$ cat src/rtl/down_counter_timer.sv
// down_counter_timer: loadable down counter with one-shot or auto-reload terminal-count pulse
module down_counter_timer #(
   parameter int WIDTH = 3
) (
   input  logic             clk,
   input  logic             rst_n,
   input  logic             load,
   input  logic [WIDTH-1:0] load_val,
   input  logic             en,
   input  logic             reload,
   output logic [WIDTH-1:0] Q,
   output logic             tc,
   output logic             busy,
   output logic             done
);
   typedef enum logic [1:0] {IDLE, RUN, DONE} state_t;
   state_t           state, state_nx;
   logic [WIDTH-1:0] rv, rv_nx, q_nx;
   logic             tc_nx, term;
   assign term = (state == RUN) && en && (Q <= WIDTH'(1));
   always_comb begin
      state_nx = state;
      q_nx     = Q;
      rv_nx    = rv;
      tc_nx    = 1'b0;
      if (load) begin
         q_nx     = load_val;
         rv_nx    = load_val;
         state_nx = (load_val != '0) ? RUN : IDLE;
      end else if (term) begin
         tc_nx    = 1'b1;
         q_nx     = reload ? rv : '0;
         state_nx = reload ? RUN : DONE;
      end else if (state == RUN && en) begin
         q_nx = Q - WIDTH'(1);
      end
   end
   always_ff @(posedge clk or negedge rst_n) begin
      if (!rst_n) begin
         state <= IDLE;
         Q     <= '0;
         rv    <= '0;
         tc    <= 1'b0;
      end else begin
         state <= state_nx;
         Q     <= q_nx;
         rv    <= rv_nx;
         tc    <= tc_nx;
      end
   end
   assign busy = (state == RUN);
   assign done = (state == DONE);
endmodule

$ cat config.mk
export PLATFORM = sky130hd
export DESIGN_NAME = down_counter_timer
export DESIGN_NICKNAME = d
export VERILOG_FILES = /design/src/rtl/down_counter_timer.sv
export SDC_FILE = /design/constraint.sdc
export NUM_CORES = 1
export LEC_CHECK = 0
export ABC_AREA = 1
export CAP_MARGIN = 15
export CORE_MARGIN = 8
export CORE_UTILIZATION = 40
export DETAILED_ROUTE_END_ITERATION = 7
export PLACE_DENSITY = 0.65
export SLEW_MARGIN = 15
export SYNTH_ARGS = -nofsm -noshare
export SYNTH_HDL_FRONTEND = slang
export SYNTH_SLANG_ARGS = --single-unit
$ cat constraint.sdc
create_clock -name clk -period 2 [get_ports clk]
set_input_delay 0.4 -clock clk [delete_from_list [all_inputs] [get_ports clk]]
set_output_delay 0.4 -clock clk [all_outputs]
set_load 0.1 [all_outputs]
==> flow_metrics.env, run 1 <==
export IMPL_post_dp_hpwl_um=1040
export IMPL_max_clock_path_buffers=2
export IMPL_grt_use_total=0.106
export IMPL_cp_cell_sequence="inv_2 -> nand2_1 -> inv_1 -> buf_12"
export IMPL_ys_seq_elements=9
export IMPL_max_slew_worst_pin_slew_ps=438
export IMPL_io_pins=14
export IMPL_area_delta_synth_final_pct=35.6
export IMPL_drc=0
export IMPL_leakage_nw=0.388
export IMPL_wl_per_cell_um=12.4
export IMPL_post_route_period_util=0.732
export IMPL_nFillCells=125
export IMPL_numCtsBuffers=3
export IMPL_synth_area_leader_cell="dfrtp_1"
export IMPL_hold_class="primary input to async pin"
export IMPL_yosysWarnings=0
export IMPL_clock_sinks=9
export IMPL_diodes=0
export IMPL_drive_above_1_share=0.273
export IMPL_vias=488
export IMPL_power_per_cell_area_nw_per_um2=990
export IMPL_synthFlopType="dfrtp_1"
export IMPL_startpoint_type="flip-flop"
export IMPL_crit_family="flip-flops"
export IMPL_grt_pass1_wl_um=2220
export IMPL_postPlaceCellArea_um2=737
export IMPL_synth_top_cells_by_count="nand2_1, dfrtp_1, nor2_1, inv_1, nand2_2"
export IMPL_nNetsFinal=99
export IMPL_rows=13
export IMPL_period_needed_ps=1460
export IMPL_grt_overflow_total=0
export IMPL_ys_seq_area_frac=0.400
export IMPL_drv_cap=0
export IMPL_synth_nets=81
export IMPL_clk_pin_slew_ps=70
export IMPL_synthSimpleGateAreaFrac=0.318
export IMPL_placed_cells=99
export IMPL_cts_resized=0
export IMPL_crit_path_end_kind="primary output"
export IMPL_initial_core_util=0.433
export IMPL_synth_top_family_by_area="simple AND/OR/NAND/NOR gates"
export IMPL_path_max_fanout=4
export IMPL_io_buffers=13
export IMPL_slew_viol_final=0
export IMPL_cts_root_buffer="clkbuf_4"
export IMPL_netlist_area_um2=563
export IMPL_synthXorXnorAreaFrac=0
export IMPL_slew_headroom=0.707
export IMPL_dieArea_um2=2860
export IMPL_coreArea_um2=1300
export IMPL_synth_compound_area_frac=0.140
export IMPL_avgViaCountPerCell=4.74
export IMPL_synth_edf_count=0
export IMPL_ant_nets=0
export IMPL_required_ps=1600
export IMPL_final_cells=103
export IMPL_muxShareOfSynthArea=0
export IMPL_clock_fmax_mhz=683
export IMPL_hold_violations=0
export IMPL_synthTopCellsByArea="dfrtp_1, nand2_1, nor2_1"
export IMPL_setup_tns_final_ps=0
export IMPL_synth_cell_types=22
export IMPL_die_h_um=53.5
export IMPL_fin_util=0.587
export IMPL_ir_drop_mv=0.423
export IMPL_cp_buffers_inverters=3
export IMPL_critPathMaxStageDelay_ps=380
export IMPL_clock_latency_ps=260
export IMPL_fin_hold_ws_ps=441
export IMPL_yosysMostFrequentCell="nand2_1"
export IMPL_finalSetupViolCount=0
export IMPL_drtIter0Drc=5
export IMPL_cts_tree="yes"
export IMPL_outcome="completed"
export IMPL_worstPathArrival_ps=1060
export IMPL_dieWidth_um=53.5
export IMPL_yosysTopAreaCellShare=0.400
export IMPL_final_area_um2=763
export IMPL_grt_max_degree=11
export IMPL_grt_pass1_vias=528
export IMPL_rsz0062_at_grt="false"
export IMPL_ctsHoldBuffers=0
export IMPL_firstDrtPassIters=4
export IMPL_post_cts_setup_buffers=0
export IMPL_clock_skew_ps=3.42
export IMPL_gp_congestion=0.811
export IMPL_yosys_area_share_adder=0.0444
export IMPL_htreeDepth=1
export IMPL_syn_instance_count=71
export IMPL_slowest_stage="dfrtp_1"
export IMPL_syn_area_per_cell_um2=7.93
export IMPL_synthArstFlopShare=1.00
export IMPL_antenna_found_initial=0
export IMPL_worstSetupPathType="flip-flop to primary output"
export IMPL_wl_um=1270
==> final timing paths <==
check	from	endpoint	slack [ps]	cells after the start
worst min-delay path	rst_n	state[0]	440	1
worst max register to register	Q[0]	Q[2]	710	5
worst min register to register	rv[1]	rv[1]	480	2
min in group clk	rv[1]	rv[1]	480	2
worst max-delay path	state[1]	busy	540	4
max in group asynchronous	rst_n	Q[1]	1250	1
==> placed cells by master, fill, tap and decap left out <==
cell             instances
a21boi_1                 2
a21oi_1                  2
a21oi_2                  2
buf_12                   3
buf_4                    3
bufinv_8                 1
clkbuf_1                 1
clkbuf_4                 3
clkdlybuf4s50_1          7
clkinv_2                 1
dfrtp_1                  9
ha_1                     2
inv_1                    5
inv_2                    2
inv_4                    1
nand2_1                 17
nand2_2                  4
nand2_4                  1
nand3_1                  3
nand3_2                  1
nand3b_1                 1
nor2_1                   8
nor2_2                   2
o21ai_1                  3
o21bai_1                 2
o22ai_1                  1
or2_1                    1
==> final cells by class <==
type / instances / area [um^2] / area share
multi-input cells: 52 / 285 / 0.374
flip-flops and latches: 9 / 225 / 0.295
repair buffers: 13 / 153 / 0.200
inverters: 10 / 55.1 / 0.0721
clock buffers: 4 / 26.3 / 0.0344
well taps: 15 / 18.8 / 0.0246
==> where the power goes <==
group	switching [W]	internal, W
clock	0.0000698	0.0000771
sequential	0.0000300	0.000207
combinational	0.000253	0.000118
==> logic make-up after synthesis <==
family          Yosys count
compound gates           12
simple gates             38
flops                     9
fa+ha+maj                 2
buf+inv                  10
==> layer usage <==
metal  GRT usage  up-vias  wire length [um]
met2       0.168       13               577
li1            -      260                 -
met3      0.0280        4                72
met4      0.0630        0                16
met5           0        -                 0
met1       0.124      211               606
==> through the flow <==
| step | worst slack, ps | power (W) |
|---|---|---|
| 3_5_place_dp | 366 | 0.000614 |
| 5_1_grt | 478 | 0.000795 |
| 4_1_cts | 535 | 0.000762 |
| 3_3_place_gp | 388 | 0.000608 |
| 6_report | 535 | 0.000756 |
| 2_1_floorplan | 158 | 0.000502 |
==> state kept, by name, indices dropped and copies added, names as in the netlist <==
name   cells
tc         1
state      2
rv         3
Q          3
(Power assumes the default switching activity.)
==> run 2, diff against run 1 <==
==> constraint.sdc (replaced) <==
create_clock -name clk -period 1.5 [get_ports clk]
set_input_delay 0.3 -clock clk [delete_from_list [all_inputs] [get_ports clk]]
set_output_delay 0.3 -clock clk [all_outputs]
set_load 0.1 [all_outputs]
==> run 2 against run 1 <==
Effect of this change: sequential power is 40% higher; combinational power is 44% higher; critical path depth stayed put; largest cell class unchanged; largest power group unchanged.
==> flow_metrics.env, run 2 (synthesis results as in run 1) <==
export IMPL_outcome="completed"
export IMPL_drive_above_1_share=0.322
export IMPL_nNetsFinal=101
export IMPL_numCtsBuffers=3
export IMPL_rows=13
export IMPL_finalSetupViolCount=0
export IMPL_cts_root_buffer="clkbuf_4"
export IMPL_wl_per_cell_um=12.0
export IMPL_slowest_stage="dfrtp_1"
export IMPL_grt_use_total=0.102
export IMPL_p_sw_frac=0.450
export IMPL_avgViaCountPerCell=4.90
export IMPL_clock_fmax_mhz=731
export IMPL_drv_cap=0
export IMPL_r2r_cells=8
export IMPL_cp_cell_sequence="inv_2 -> nand2_1 -> inv_1 -> buf_12"
export IMPL_rsz0062_at_grt="false"
export IMPL_grt_max_degree=11
export IMPL_clock_skew_ps=1.53
export IMPL_worst_path_stages=4
export IMPL_p_total_w=0.00106
export IMPL_drtIter0Drc=8
export IMPL_vias=514
export IMPL_dieWidth_um=53.5
export IMPL_cts_resized=0
export IMPL_post_route_period_util=0.912
export IMPL_rrSetupSlack_ps=190
export IMPL_dieArea_um2=2860
export IMPL_hold_violations=0
export IMPL_grt_pass1_wl_um=2100
export IMPL_coreArea_um2=1300
export IMPL_ctsHoldBuffers=0
export IMPL_area_delta_synth_final_pct=46.0
export IMPL_crit_family="flip-flops"
export IMPL_post_dp_hpwl_um=1050
export IMPL_pwr_share_comb=0.503
export IMPL_path_max_fanout=4
export IMPL_max_slew_worst_pin_slew_ps=442
export IMPL_mostFrequentLayoutCell="nand2_1"
export IMPL_required_ps=1200
export IMPL_reg2reg_to="state[0]"
export IMPL_clock_sinks=9
export IMPL_gp_congestion=0.783
export IMPL_firstDrtPassIters=4
export IMPL_startpoint_type="flip-flop"
export IMPL_postPlaceCellArea_um2=796
export IMPL_max_clock_path_buffers=2
export IMPL_drc=0
export IMPL_ir_drop_mv=0.566
export IMPL_diodes=0
export IMPL_worstPathArrival_ps=1070
export IMPL_largestRegisters="Q x3, rv x3, state x2"
export IMPL_ant_nets=0
export IMPL_grt_overflow_total=0
export IMPL_cts_tree="yes"
export IMPL_final_cell_mix="nand2_1, nor2_1, clkdlybuf4s50_1, buf_12, dfrtp_1"
export IMPL_io_pins=14
export IMPL_period_needed_ps=1370
export IMPL_slew_headroom=0.705
export IMPL_internal_power_w=0.000585
export IMPL_hold_class="primary input to async pin"
export IMPL_nFillCells=112
export IMPL_clk_pin_slew_ps=70
export IMPL_p_clk_frac=0.186
export IMPL_power_per_cell_area_nw_per_um2=1290
export IMPL_wl_um=1260
export IMPL_critPathMaxStageDelay_ps=380
export IMPL_io_buffers=13
export IMPL_clock_latency_ps=270
export IMPL_crit_path_end_kind="primary output"
export IMPL_slew_viol_final=0
export IMPL_timing_rr_start="Q[1]"
export IMPL_die_h_um=53.5
export IMPL_netSwitchingPower_w=0.000479
export IMPL_final_area_um2=822
export IMPL_leakage_nw=0.406
export IMPL_grt_pass1_vias=507
export IMPL_post_cts_setup_buffers=0
export IMPL_initial_core_util=0.433
export IMPL_seqPwrFrac=0.311
export IMPL_worstSetupPathType="flip-flop to primary output"
export IMPL_cp_buffers_inverters=3
export IMPL_htreeDepth=1
export IMPL_antenna_found_initial=0
[run 2: cell types whose count changed in the layout (fill, tap and decap cells not counted)]
| cell | previous run | this run |
|---|---|---|
| buf_4 | 3 | 2 |
| dfrtp_4 | 0 | 1 |
| dfrtp_1 | 9 | 6 |
| buf_12 | 3 | 6 |
| dfrtp_2 | 0 | 2 |
[run 2: final cells by class]
class                      count  area, um^2  share of cell area
clock buffer                   4        26.3              0.0320
sequential                     9         231               0.282
multi-input combinational     52         285               0.347
timing repair buffer          15         205               0.250
inverter                      10        55.1              0.0670
tap                           15        18.8              0.0228
[run 2: layer usage]
layer,vias up,part of all wire,track usage
li1,264,-,-
met1,231,0.46,0.116
met2,15,0.47,0.150
met3,4,0.048,0.0420
met4,0,0.021,0.0756
met5,-,0,0
[run 2: worst max path at each step]
stage,slack [ps],startpoint,endpoint
2_1_floorplan,-10,state[0],done
3_3_place_gp,70,load,Q[0]
3_5_place_dp,20,load,Q[1]
4_1_cts,120,state[1],busy
5_1_grt,80,state[1],busy
6_report,130,state[1],busy
[run 2: power by group through the flow]
| stage | sequential (W) | clock [W] | combinational [W] |
|---|---|---|---|
| global route | 0.000335 | 0.000214 | 0.000563 |
| finish | 0.000331 | 0.000198 | 0.000536 |
| floorplan | 0.000470 | 0 | 0.000207 |
| detailed placement | 0.000336 | 0 | 0.000540 |
| CTS | 0.000331 | 0.000203 | 0.000540 |
| global placement | 0.000334 | 0 | 0.000534 |
[run 2: worst reg2reg max path: stages, from the launching register on]
cell and delay [ps]:
dfrtp_4 510, inv_1 90, ha_1 150, nand2_1 60
nand2_2 100, nand2_4 80, nand2_2 90, nor2_1 40
a21oi_1 120
[run 2: per-stage QoR]
| stage | TNS [ps] | util | setup slack, ps | hold WS (ps) | cells |
|---|---|---|---|---|---|
| floorplan | -14.7 | - | -14.7 | 4.41 | 71 |
| global placement | 0 | 0.612 | 65.7 | 457 | 101 |
| detailed placement | 0 | 0.612 | 20.0 | 459 | 101 |
| CTS | 0 | 0.632 | 119 | 343 | 105 |
| global route | 0 | 0.632 | 84.8 | 368 | 105 |
| finish | 0 | 0.632 | 132 | 341 | 105 |
